==> src/rtl/jstk_pkg.sv <==
// Shared types and defaults for the joystick conditioner: axis and fire state
// encodings, the debug struct, and the axis offset helper.
package jstk_pkg;

    // Axis encoding is chosen so bit 0 means "positive" and bit 1 means "negative".
    typedef enum logic [1:0] {
        CTR = 2'b00,
        POS = 2'b01,
        NEG = 2'b10
    } axis_state_e;

    typedef enum logic [1:0] {
        IDLE  = 2'b00,
        ARMED = 2'b01,
        COOL  = 2'b10
    } fire_state_e;

    typedef struct packed {
        axis_state_e x_state;
        axis_state_e y_state;
        fire_state_e fire_state;
    } jstk_dbg_t;

    localparam int CENTER_DEF         = 512;
    localparam int DZ_ENTER_DEF       = 160;
    localparam int DZ_EXIT_DEF        = 96;
    localparam int DEBOUNCE_CYC_DEF   = 1000000;
    localparam int COOLDOWN_TICKS_DEF = 8;

    function automatic logic signed [10:0] axis_offset(input logic [9:0] pos, input int center);
        return $signed({1'b0, pos}) - $signed(11'(center));
    endfunction

endpackage

==> src/rtl/joystick_conditioner_if.sv <==
// Front-end/engine side bundle of the joystick conditioner. The master drives the
// raw samples, tick and button; the slave (the conditioner) drives the controls.
interface joystick_conditioner_if;
    import jstk_pkg::*;

    // Inputs are level samples qualified by frame_tick; there is no ready, the
    // conditioner accepts every cycle and outputs are valid every cycle after reset.
    logic       frame_tick;
    logic [9:0] xPosData;
    logic [9:0] yPosData;
    logic       fire_btn;
    logic       move_left;
    logic       move_right;
    logic       move_up;
    logic       move_down;
    logic       fire_pulse;
    logic       btn_stable;
    jstk_dbg_t  dbg;

    modport master (
        output frame_tick, xPosData, yPosData, fire_btn,
        input  move_left, move_right, move_up, move_down, fire_pulse, btn_stable, dbg
    );

    modport slave (
        input  frame_tick, xPosData, yPosData, fire_btn,
        output move_left, move_right, move_up, move_down, fire_pulse, btn_stable, dbg
    );

endinterface

==> src/rtl/axis_hysteresis.sv <==
// Per-axis NEG/CTR/POS tracker with an entry deadzone and a narrower exit band;
// it only re-evaluates on frame ticks.
module axis_hysteresis
    import jstk_pkg::*;
#(
    parameter int CENTER   = CENTER_DEF,
    parameter int DZ_ENTER = DZ_ENTER_DEF,
    parameter int DZ_EXIT  = DZ_EXIT_DEF
) (
    input  logic        clk_i,
    input  logic        rst_ni,
    input  logic        frame_tick_i,
    input  logic [9:0]  pos_i,
    output axis_state_e state_o
);

    localparam logic signed [10:0] ENTER = 11'(DZ_ENTER);
    localparam logic signed [10:0] EXIT  = 11'(DZ_EXIT);

    logic signed [10:0] d;
    axis_state_e        state_q;

    assign d = axis_offset(pos_i, CENTER);

    // A full swing past the opposite entry threshold reverses without visiting CTR.
    always_ff @(posedge clk_i) begin
        if (!rst_ni) begin
            state_q <= CTR;
        end else if (frame_tick_i) begin
            case (state_q)
                CTR: begin
                    if (d >= ENTER)       state_q <= POS;
                    else if (d <= -ENTER) state_q <= NEG;
                end
                POS: begin
                    if (d <= -ENTER)      state_q <= NEG;
                    else if (d < EXIT)    state_q <= CTR;
                end
                NEG: begin
                    if (d >= ENTER)       state_q <= POS;
                    else if (d > -EXIT)   state_q <= CTR;
                end
                default: state_q <= CTR;
            endcase
        end
    end

    assign state_o = state_q;

endmodule

==> src/rtl/joystick_conditioner.sv <==
// Joystick conditioner: hysteretic direction flags plus a debounced, rate-limited
// fire pulse. Define AUTOFIRE_EN to repeat shots while the button stays held.
module joystick_conditioner
    import jstk_pkg::*;
#(
    parameter int CENTER         = CENTER_DEF,
    parameter int DZ_ENTER       = DZ_ENTER_DEF,
    parameter int DZ_EXIT        = DZ_EXIT_DEF,
    parameter int DEBOUNCE_CYC   = DEBOUNCE_CYC_DEF,
    parameter int COOLDOWN_TICKS = COOLDOWN_TICKS_DEF
) (
    input  logic                  clk,
    input  logic                  RST,
    joystick_conditioner_if.slave bus
);

    localparam int CNT_W = (DEBOUNCE_CYC > 1) ? $clog2(DEBOUNCE_CYC) : 1;
    localparam int CD_W  = $clog2(COOLDOWN_TICKS + 1);
    localparam logic [CNT_W-1:0] DB_LAST = CNT_W'(DEBOUNCE_CYC - 1);

    axis_state_e x_state;
    axis_state_e y_state;

    axis_hysteresis #(.CENTER(CENTER), .DZ_ENTER(DZ_ENTER), .DZ_EXIT(DZ_EXIT)) u_axis_x (
        .clk_i        (clk),
        .rst_ni       (RST),
        .frame_tick_i (bus.frame_tick),
        .pos_i        (bus.xPosData),
        .state_o      (x_state)
    );

    axis_hysteresis #(.CENTER(CENTER), .DZ_ENTER(DZ_ENTER), .DZ_EXIT(DZ_EXIT)) u_axis_y (
        .clk_i        (clk),
        .rst_ni       (RST),
        .frame_tick_i (bus.frame_tick),
        .pos_i        (bus.yPosData),
        .state_o      (y_state)
    );

    logic             sync1_q, sync2_q;
    logic             btn_stable_q, stable_prev_q;
    logic [CNT_W-1:0] db_cnt_q, db_cnt_d;
    logic             db_flip;
    logic             btn_rise;

    // The counter only runs while the synchronized level disagrees with the
    // debounced level; any bounce back to agreement restarts the wait.
    always_comb begin
        db_cnt_d = '0;
        db_flip  = 1'b0;
        if (sync2_q != btn_stable_q) begin
            if (db_cnt_q == DB_LAST) db_flip = 1'b1;
            else                     db_cnt_d = db_cnt_q + 1'b1;
        end
    end

    always_ff @(posedge clk) begin
        if (!RST) begin
            sync1_q       <= 1'b0;
            sync2_q       <= 1'b0;
            db_cnt_q      <= '0;
            btn_stable_q  <= 1'b0;
            stable_prev_q <= 1'b0;
        end else begin
            sync1_q       <= bus.fire_btn;
            sync2_q       <= sync1_q;
            db_cnt_q      <= db_cnt_d;
            stable_prev_q <= btn_stable_q;
            if (db_flip) btn_stable_q <= ~btn_stable_q;
        end
    end

    assign btn_rise = btn_stable_q & ~stable_prev_q;

    fire_state_e     fire_q;
    logic [CD_W-1:0] cool_q;
    logic            fire_pulse_q;

    // A rise seen in IDLE arms; the shot waits for a later tick, so a rise and a
    // tick on the same cycle fire on the next tick.
    always_ff @(posedge clk) begin
        if (!RST) begin
            fire_q       <= IDLE;
            cool_q       <= '0;
            fire_pulse_q <= 1'b0;
        end else begin
            fire_pulse_q <= 1'b0;
            case (fire_q)
                IDLE: begin
                    if (btn_rise) fire_q <= ARMED;
                end
                ARMED: begin
                    if (bus.frame_tick) begin
                        fire_pulse_q <= 1'b1;
                        cool_q       <= CD_W'(COOLDOWN_TICKS);
                        fire_q       <= COOL;
                    end
                end
                COOL: begin
                    if (bus.frame_tick) begin
                        cool_q <= cool_q - 1'b1;
                        if (cool_q == CD_W'(1)) begin
`ifdef AUTOFIRE_EN
                            fire_q <= btn_stable_q ? ARMED : IDLE;
`else
                            fire_q <= IDLE;
`endif
                        end
                    end
                end
                default: fire_q <= IDLE;
            endcase
        end
    end

    assign bus.move_right = (x_state == POS);
    assign bus.move_left  = (x_state == NEG);
    assign bus.move_up    = (y_state == POS);
    assign bus.move_down  = (y_state == NEG);
    assign bus.fire_pulse = fire_pulse_q;
    assign bus.btn_stable = btn_stable_q;
    assign bus.dbg        = '{x_state: x_state, y_state: y_state, fire_state: fire_q};

endmodule

==> src/flat_wrapper.sv <==
// flat-port wrapper written by rule: the top's interface ports become plain ports
module joystick_conditioner_flat import jstk_pkg::*;
#(
    parameter int CENTER         = CENTER_DEF,
    parameter int DZ_ENTER       = DZ_ENTER_DEF,
    parameter int DZ_EXIT        = DZ_EXIT_DEF,
    parameter int DEBOUNCE_CYC   = DEBOUNCE_CYC_DEF,
    parameter int COOLDOWN_TICKS = COOLDOWN_TICKS_DEF
)
  (clk, RST, bus_frame_tick, bus_xPosData, bus_yPosData, bus_fire_btn, bus_move_left, bus_move_right, bus_move_up, bus_move_down, bus_fire_pulse, bus_btn_stable, bus_dbg);
  joystick_conditioner_if bus_i ();
  input  logic clk;
  input  logic RST;
  input wire logic [$bits(bus_i.frame_tick)-1:0] bus_frame_tick;
  input wire logic [$bits(bus_i.xPosData)-1:0] bus_xPosData;
  input wire logic [$bits(bus_i.yPosData)-1:0] bus_yPosData;
  input wire logic [$bits(bus_i.fire_btn)-1:0] bus_fire_btn;
  output wire logic [$bits(bus_i.move_left)-1:0] bus_move_left;
  output wire logic [$bits(bus_i.move_right)-1:0] bus_move_right;
  output wire logic [$bits(bus_i.move_up)-1:0] bus_move_up;
  output wire logic [$bits(bus_i.move_down)-1:0] bus_move_down;
  output wire logic [$bits(bus_i.fire_pulse)-1:0] bus_fire_pulse;
  output wire logic [$bits(bus_i.btn_stable)-1:0] bus_btn_stable;
  output wire logic [$bits(bus_i.dbg)-1:0] bus_dbg;
  assign bus_i.frame_tick = bus_frame_tick;
  assign bus_i.xPosData = bus_xPosData;
  assign bus_i.yPosData = bus_yPosData;
  assign bus_i.fire_btn = bus_fire_btn;
  assign bus_move_left = bus_i.move_left;
  assign bus_move_right = bus_i.move_right;
  assign bus_move_up = bus_i.move_up;
  assign bus_move_down = bus_i.move_down;
  assign bus_fire_pulse = bus_i.fire_pulse;
  assign bus_btn_stable = bus_i.btn_stable;
  assign bus_dbg = bus_i.dbg;
  joystick_conditioner #(.CENTER(CENTER), .DZ_ENTER(DZ_ENTER), .DZ_EXIT(DZ_EXIT), .DEBOUNCE_CYC(DEBOUNCE_CYC), .COOLDOWN_TICKS(COOLDOWN_TICKS)) u_core (.clk(clk), .RST(RST), .bus(bus_i));
endmodule
==> config.mk <==
export PLATFORM = sky130hd
export DESIGN_NAME = joystick_conditioner_flat
export DESIGN_NICKNAME = d
export VERILOG_FILES = /design/src/rtl/jstk_pkg.sv /design/src/rtl/joystick_conditioner_if.sv /design/src/rtl/axis_hysteresis.sv /design/src/rtl/joystick_conditioner.sv /design/src/flat_wrapper.sv
export SDC_FILE = /design/constraint.sdc
export NUM_CORES = 1
export LEC_CHECK = 0
export BUFFER_PORTS_ARGS = -buffer_cell sky130_fd_sc_hd__buf_2
export CORE_ASPECT_RATIO = 0.9
export CORE_UTILIZATION = 54
export DETAILED_ROUTE_END_ITERATION = 7
export PLACE_DENSITY = 0.79
export SLEW_MARGIN = 15
export SYNTH_ARGS = -nofsm -noshare
export SYNTH_HDL_FRONTEND = slang
export SYNTH_SLANG_ARGS = --single-unit
==> constraint.sdc <==
create_clock -name clk -period 2.25 [get_ports clk]
set_clock_uncertainty 0.2 [all_clocks]
set_input_delay 0.225 -clock clk [delete_from_list [all_inputs] [get_ports clk]]
set_output_delay 0.225 -clock clk [all_outputs]
set_load 0.05 [all_outputs]
## Yosys cells after proc, flatten, opt, wreduce, memory -nomap -nowiden

Cells that the tools add are included.

| word-level totals | value |
|---|---|
| flip-flop bits (word level) | 35 |
| input bits | 24 |
| output and inout bits | 12 |
| word-level logic and storage cells | 81 |

| operators by class | value |
|---|---|
| add/sub/neg operators | 4 |
| order comparisons | 8 |
| eq/ne operators | 19 |
| multiplexer cells | 25 |
| bitwise gates (word level) | 5 |
| reductions and logical operators | 10 |

Operators with widths:

| cell | number |
|---|---|
| $mux 2 | 16 |
| $ge 11x9->1 const B | 2 |
| $gt 11x8->1 const B | 2 |
| $le 11x9->1 const B | 2 |
| $lt 11x8->1 const B | 2 |
| $sub 10x10->11 const B | 2 |
| $add 20x1->20 const B | 1 |
| $eq 20x20->1 const B | 1 |
| $pmux 2 s3 | 3 |
| $ne 3x1->1 const B | 4 |
| $reduce_and 4->1 | 3 |
| $mux 4 | 2 |
| $pmux 4 s2 | 1 |
| $eq 2x1->1 const B | 3 |
| $eq 2x2->1 const B | 3 |
| $logic_not 2->1 | 3 |
| $ne 3x3->1 const B | 2 |
| $eq 4x1->1 const B | 1 |
| $ne 2x1->1 const B | 2 |
| $ne 2x2->1 const B | 2 |
| $not 1->1 | 4 |
| $sub 4x1->4 const B | 1 |
| $mux 1 | 3 |
| $reduce_and 3->1 | 1 |
| other kinds (5) | 5 |

## Depth between registers and ports, before layout

| depth | value |
|---|---|
| word-level depth | 5 |
| gate-level depth with buffers | 6 |
| mapped depth without buffers | 6 |

## Modules after synthesis

From an unflattened synthesis, not the netlist that was laid out.

| unflattened totals | value |
|---|---|
| cell total of the unflattened synthesis | 210 |
| area, all modules | 1751.7 um^2 |

By module, submodules not included:

| module | instances | cells an instance | area an instance (um^2) | seq. area each (um^2) |
|---|---|---|---|---|
| joystick_conditioner | 1 | 162 | 1411.4 | 620.6 |
| axis_hysteresis | 2 | 24 | 170.2 | 40.0 |

## Least setup slack after synthesis

Ideal clock, no wire load.

| timing path | value |
|---|---|
| kind | reg2reg |
| start | reg u_core.u_axis_x.state_q[0], in the netlist u_core.u_axis_x.state_o[0] |
| end | reg u_core.u_axis_x.state_q[0], in the netlist u_core.u_axis_x.state_o[0] |
| library setup time | 123 ps |
| arrival time | 1909 ps |
| required time | 1927 ps |
| setup slack | 18 ps |
| stages on the path, launching flop included | 5 |
| buffers on the path | 0 |
| clock period less this slack | 2232 ps |
| cell sequence | dfxtp_1 > nor2b_1 > a31o_2 > or3_1 > a21oi_1 |

| between the ends | value |
|---|---|
| word-level cells in the longest chain between the ends | 3 |
| elaborated cells on any way between the ends | 8 |
| classes of those cells | eq/ne (5); mux (1); reduce/logical (2) |

RTL lines:

| what | RTL line | source |
|---|---|---|
| from (decl) | axis_hysteresis.sv:21 | `axis_state_e state_q;` |
| from (signal assigned) | axis_hysteresis.sv:28 | `state_q <= CTR;` |
| from (signal assigned) | axis_hysteresis.sv:32 | `if (d >= ENTER) state_q <= POS;` |
| from (signal assigned) | axis_hysteresis.sv:33 | `else if (d <= -ENTER) state_q <= NEG;` |
| $eq 2x1->1 * | - |  |
| named net bus_move_right | flat_wrapper.sv:19 | `output wire logic [$bits(bus_i.move_right)-1:0] bus_move_right;` |
| $ne 3x1->1 (no line) | - |  |
| $reduce_and 4->1 (no line) | - |  |

The timed path passes the listed nets; every way through them passes the cells marked *.
A chain may end at the register's enable or synchronous reset.

## Worst setup path in the final report

| timing path | value |
|---|---|
| start | reg u_core.db_cnt_q[3] |
| end | reg u_core.db_cnt_q[19] |

| between the ends | value |
|---|---|
| word-level cells in the longest chain between the ends | 2 |
| elaborated cells on any way between the ends | 3 |
| classes of those cells | add/sub (1); eq/ne (1); reduce/logical (1) |

RTL lines:

| what | RTL line | source |
|---|---|---|
| from (decl) | joystick_conditioner.sv:42 | `logic [CNT_W-1:0] db_cnt_q, db_cnt_d;` |
| from (signal assigned) | joystick_conditioner.sv:67 | `db_cnt_q <= db_cnt_d;` |
| parallel branches: the longest is 2 deep, another holds $add 20x1->20 | - |  |

Parallel ways; which one is timed is not known.

==> flow_summary.yaml <==
setup_path:
  cp.depth: 4
  critPathLaunch: "u_core.db_cnt_q[3]"
  cpLargestDelayFamily: "simple AND/OR/NAND/NOR gates"
  path_class: "reg2reg"
  reg2reg_depth: 4
  path_cells: "nand4_2 > or4_4 > or4_1 > a21oi_1"
  reg2reg_from: "u_core.db_cnt_q[3]"
  critPathCaptureType: "register"
  crit_arrival_ns: 2.14
  critPathLaunchType: "register"
  reg2reg_to: "u_core.db_cnt_q[19]"
  endpoint: "u_core.db_cnt_q[19]"
  worst-path-buf-inv: 0
  r2r_slack_ns: 0.16
  slowest_delay_ns: 0.58
  crit_slowest_cell: "or4_4"
  cp.required_ns: 2.31
  crit_fanout: 6
power_and_ir_drop:
  total_power_w: 0.001152
  leakagePower_nw: 0.7957
  peakVddDrop_mv: 0.3541
  p_per_area_nw_per_um2: 557.2
synth:
  synthCells: 206
  ys_warn_count: 0
  yosysSeqAreaShare_pct: 40.29
  synth_top_flop_cell: "dfxtp_1"
  syn_nets: 233
  synth_edf_count: 0
  async_flop_share_pct: 0
  synth_cell_types: 42
  ys_ff_latch: 35
  avgSynthCellArea_um2: 8.443
  syn-cell-area_um2: 1739
floorplan:
  rows: 19
  coreArea_um2: 3067
  io_pins: 36
  die_height_um: 55.84
  die_area_um2: 3452
  die_w_um: 61.82
  start_util_pct: 56.71
route:
  vias: 1596
  wl_per_cell_um: 12.51
  drt-pass1-iter-count: 4
  dr.first_iter.drc_count: 100
  via_per_inst: 5.485
  final_antenna_net_count: 0
  drt_drc_violations_left: 0
  routed_wl_um: 3641
timing:
  hold_viol: 0
  finalSetupViolCount: 0
  slew_viol_final: 0
  period_minus_slack_ns: 2.085
  hold_ws_ns: 0.03192
  relSlewSlack_pct: 72.11
  worstMarginPinSlew_ns: 0.4078
  rsz0062_at_grt: "no"
  fmax_mhz: 479.5
  post-route-period-util_pct: 92.68
  setup_tns_ns: 0
clocking:
  clk_pin_slew_worst_paths_ns: 0.10
  clock_latency_ns: 0.32
  cts_tree: "yes"
  clk_path_buf_depth: 2
  postCtsSetupBuffers: 0
  clkSinkCount: 35
  htreeDepth: 2
  ctsResizeCount: 0
  cts_root_buf: "clkbuf_4"
  cts_buffers: 5
  hold_buffers: 1
global_route:
  grt_use_total_pct: 23.26
  grt_pass1_wl_um: 6078
  grt_pass1_vias: 1441
  grt_max_degree: 15
  grt_overflow: 0
  antenna_found_initial: 0
layout:
  n_antenna_cell: 0
  final_area_um2: 2067
  area_delta_synth_final_pct: 18.85
  nNetsFinal: 276
  drive_gt1_share_pct: 22.09
place:
  place_hpwl_um: 2758
  gp_congestion: 0.8323
  port_buffers: 35
  placed_area_um2: 1986
flow_run:
  cap_violations: 0
worst_hold_path:
  hold_class: "in2reg"
outcome:
  outcome: "finished, final reports clean"
-- report_power, final --
part / switching [W] / total [W] / internal [W]
Combinational: 0.0000667 / 0.000106 / 0.0000391
Clock: 0.000186 / 0.000415 / 0.000229
Sequential: 0.00000595 / 0.000631 / 0.000625
-- state kept, by name, summed over array words and instances, names as in the netlist --
name / count
u_core.stable_prev_q: 1
u_core.u_axis_x.state_o: 2
u_core.fire_q: 2
u_core.u_axis_y.state_o: 2
u_core.sync1_q: 1
u_core.sync2_q: 1
u_core.bus.btn_stable: 1
u_core.cool_q: 4
u_core.db_cnt_q: 20
u_core.bus.fire_pulse: 1
-- per-stage QoR --
| step | instances | worst slack [ns] | util (%) |
|---|---|---|---|
| final | 291 | 0.1646 | 67.40 |
| after global routing | 291 | 0.04061 | 67.40 |
| after CTS | 291 | 0.1621 | 67.40 |
| after detailed placement | 283 | 0.1859 | 64.75 |
| after global placement | 283 | 0.2287 | 64.75 |
| after floorplan | 206 | 0.01827 | - |
-- cell usage after synthesis, types with 3 or more instances --
master    instances  area, µm²
inv_1             8      30.03
nor3_1            5      25.02
nor4_1            5      31.28
dfxtp_1          35      700.7
nand3_1           7      35.03
clkbuf_1          5      18.77
ha_1              3      37.54
nand4_1           7      43.79
nand2_1          17      63.81
nand3b_1          5      37.54
or3_1             4      25.02
xor2_1            8      70.07
nor2b_1           5      31.28
nor2_1           18      67.56
and2_1            3      18.77
o21ai_0          14      70.07
xnor2_1           6      52.55
a21oi_1          13      65.06
and3_1            5      31.28
-- area by class of cell --
type	count	area, µm²
clock buffers	6	41.29
clock inverters	1	30.03
fillers	263	999.7
inverters	8	30.03
multi-input cells	158	989.7
flip-flops and latches	35	700.7
well taps	42	52.55
repair buffers	41	222.7
-- routing by layer --
metal	vias to the layer above	global-route usage, %	wire (µm)
met2	24	34.72	1671
li1	833	-	-
met3	5	4.884	108
met4	0	7.302	28
met5	-	0	0
met1	734	33.24	1832
-- how the worst min path moves through the flow --
stage | start | endpoint | slack, ns | depth (start not counted)
after floorplan | bus_fire_btn | u_core.sync1_q | 0.15 | 1
after global placement | u_core.sync1_q | u_core.sync2_q | 0.22 | 1
after detailed placement | u_core.sync1_q | u_core.sync2_q | 0.23 | 1
after CTS | RST | u_core.stable_prev_q | 0.03 | 3
after global routing | RST | u_core.stable_prev_q | 0.03 | 3
final | RST | u_core.stable_prev_q | 0.03 | 3
-- placed cells by master, fill, tap and decap left out, types with 3 or more instances in the layout --
| master | n |
|---|---|
| nor4_1 | 5 |
| dfxtp_1 | 35 |
| nor2_1 | 18 |
| nand2_1 | 17 |
| clkbuf_4 | 5 |
| buf_4 | 5 |
| o21ai_0 | 14 |
| buf_2 | 35 |
| nor2b_1 | 5 |
| xnor2_1 | 6 |
| nand4_1 | 7 |
| nand3_1 | 7 |
| a21oi_1 | 13 |
| nor3_1 | 5 |
| and3_1 | 5 |
| or3_1 | 4 |
| and2_1 | 3 |
| xor2_1 | 8 |
| inv_1 | 8 |
| ha_1 | 3 |
| nand3b_1 | 5 |
-- tightest hold or removal path, cell delays in order --
cell     delay, ns
buf_2         0.15
nand2_1       0.10
inv_1         0.04
-- logic make-up after synthesis --
| logic type | after synthesis | synth area share, % |
|---|---|---|
| flip-flops | 35 | 40.29 |
| XOR/XNOR | 14 | 7.050 |
| multiplexers | 2 | 1.151 |
| buffers and inverters | 13 | 2.806 |
| AO/OA/AOI/OAI | 45 | 16.48 |
| adder cells (fa/ha/maj) | 3 | 2.159 |
| AND/OR/NAND/NOR | 94 | 30.07 |
Power figures use the tool's default switching activity.
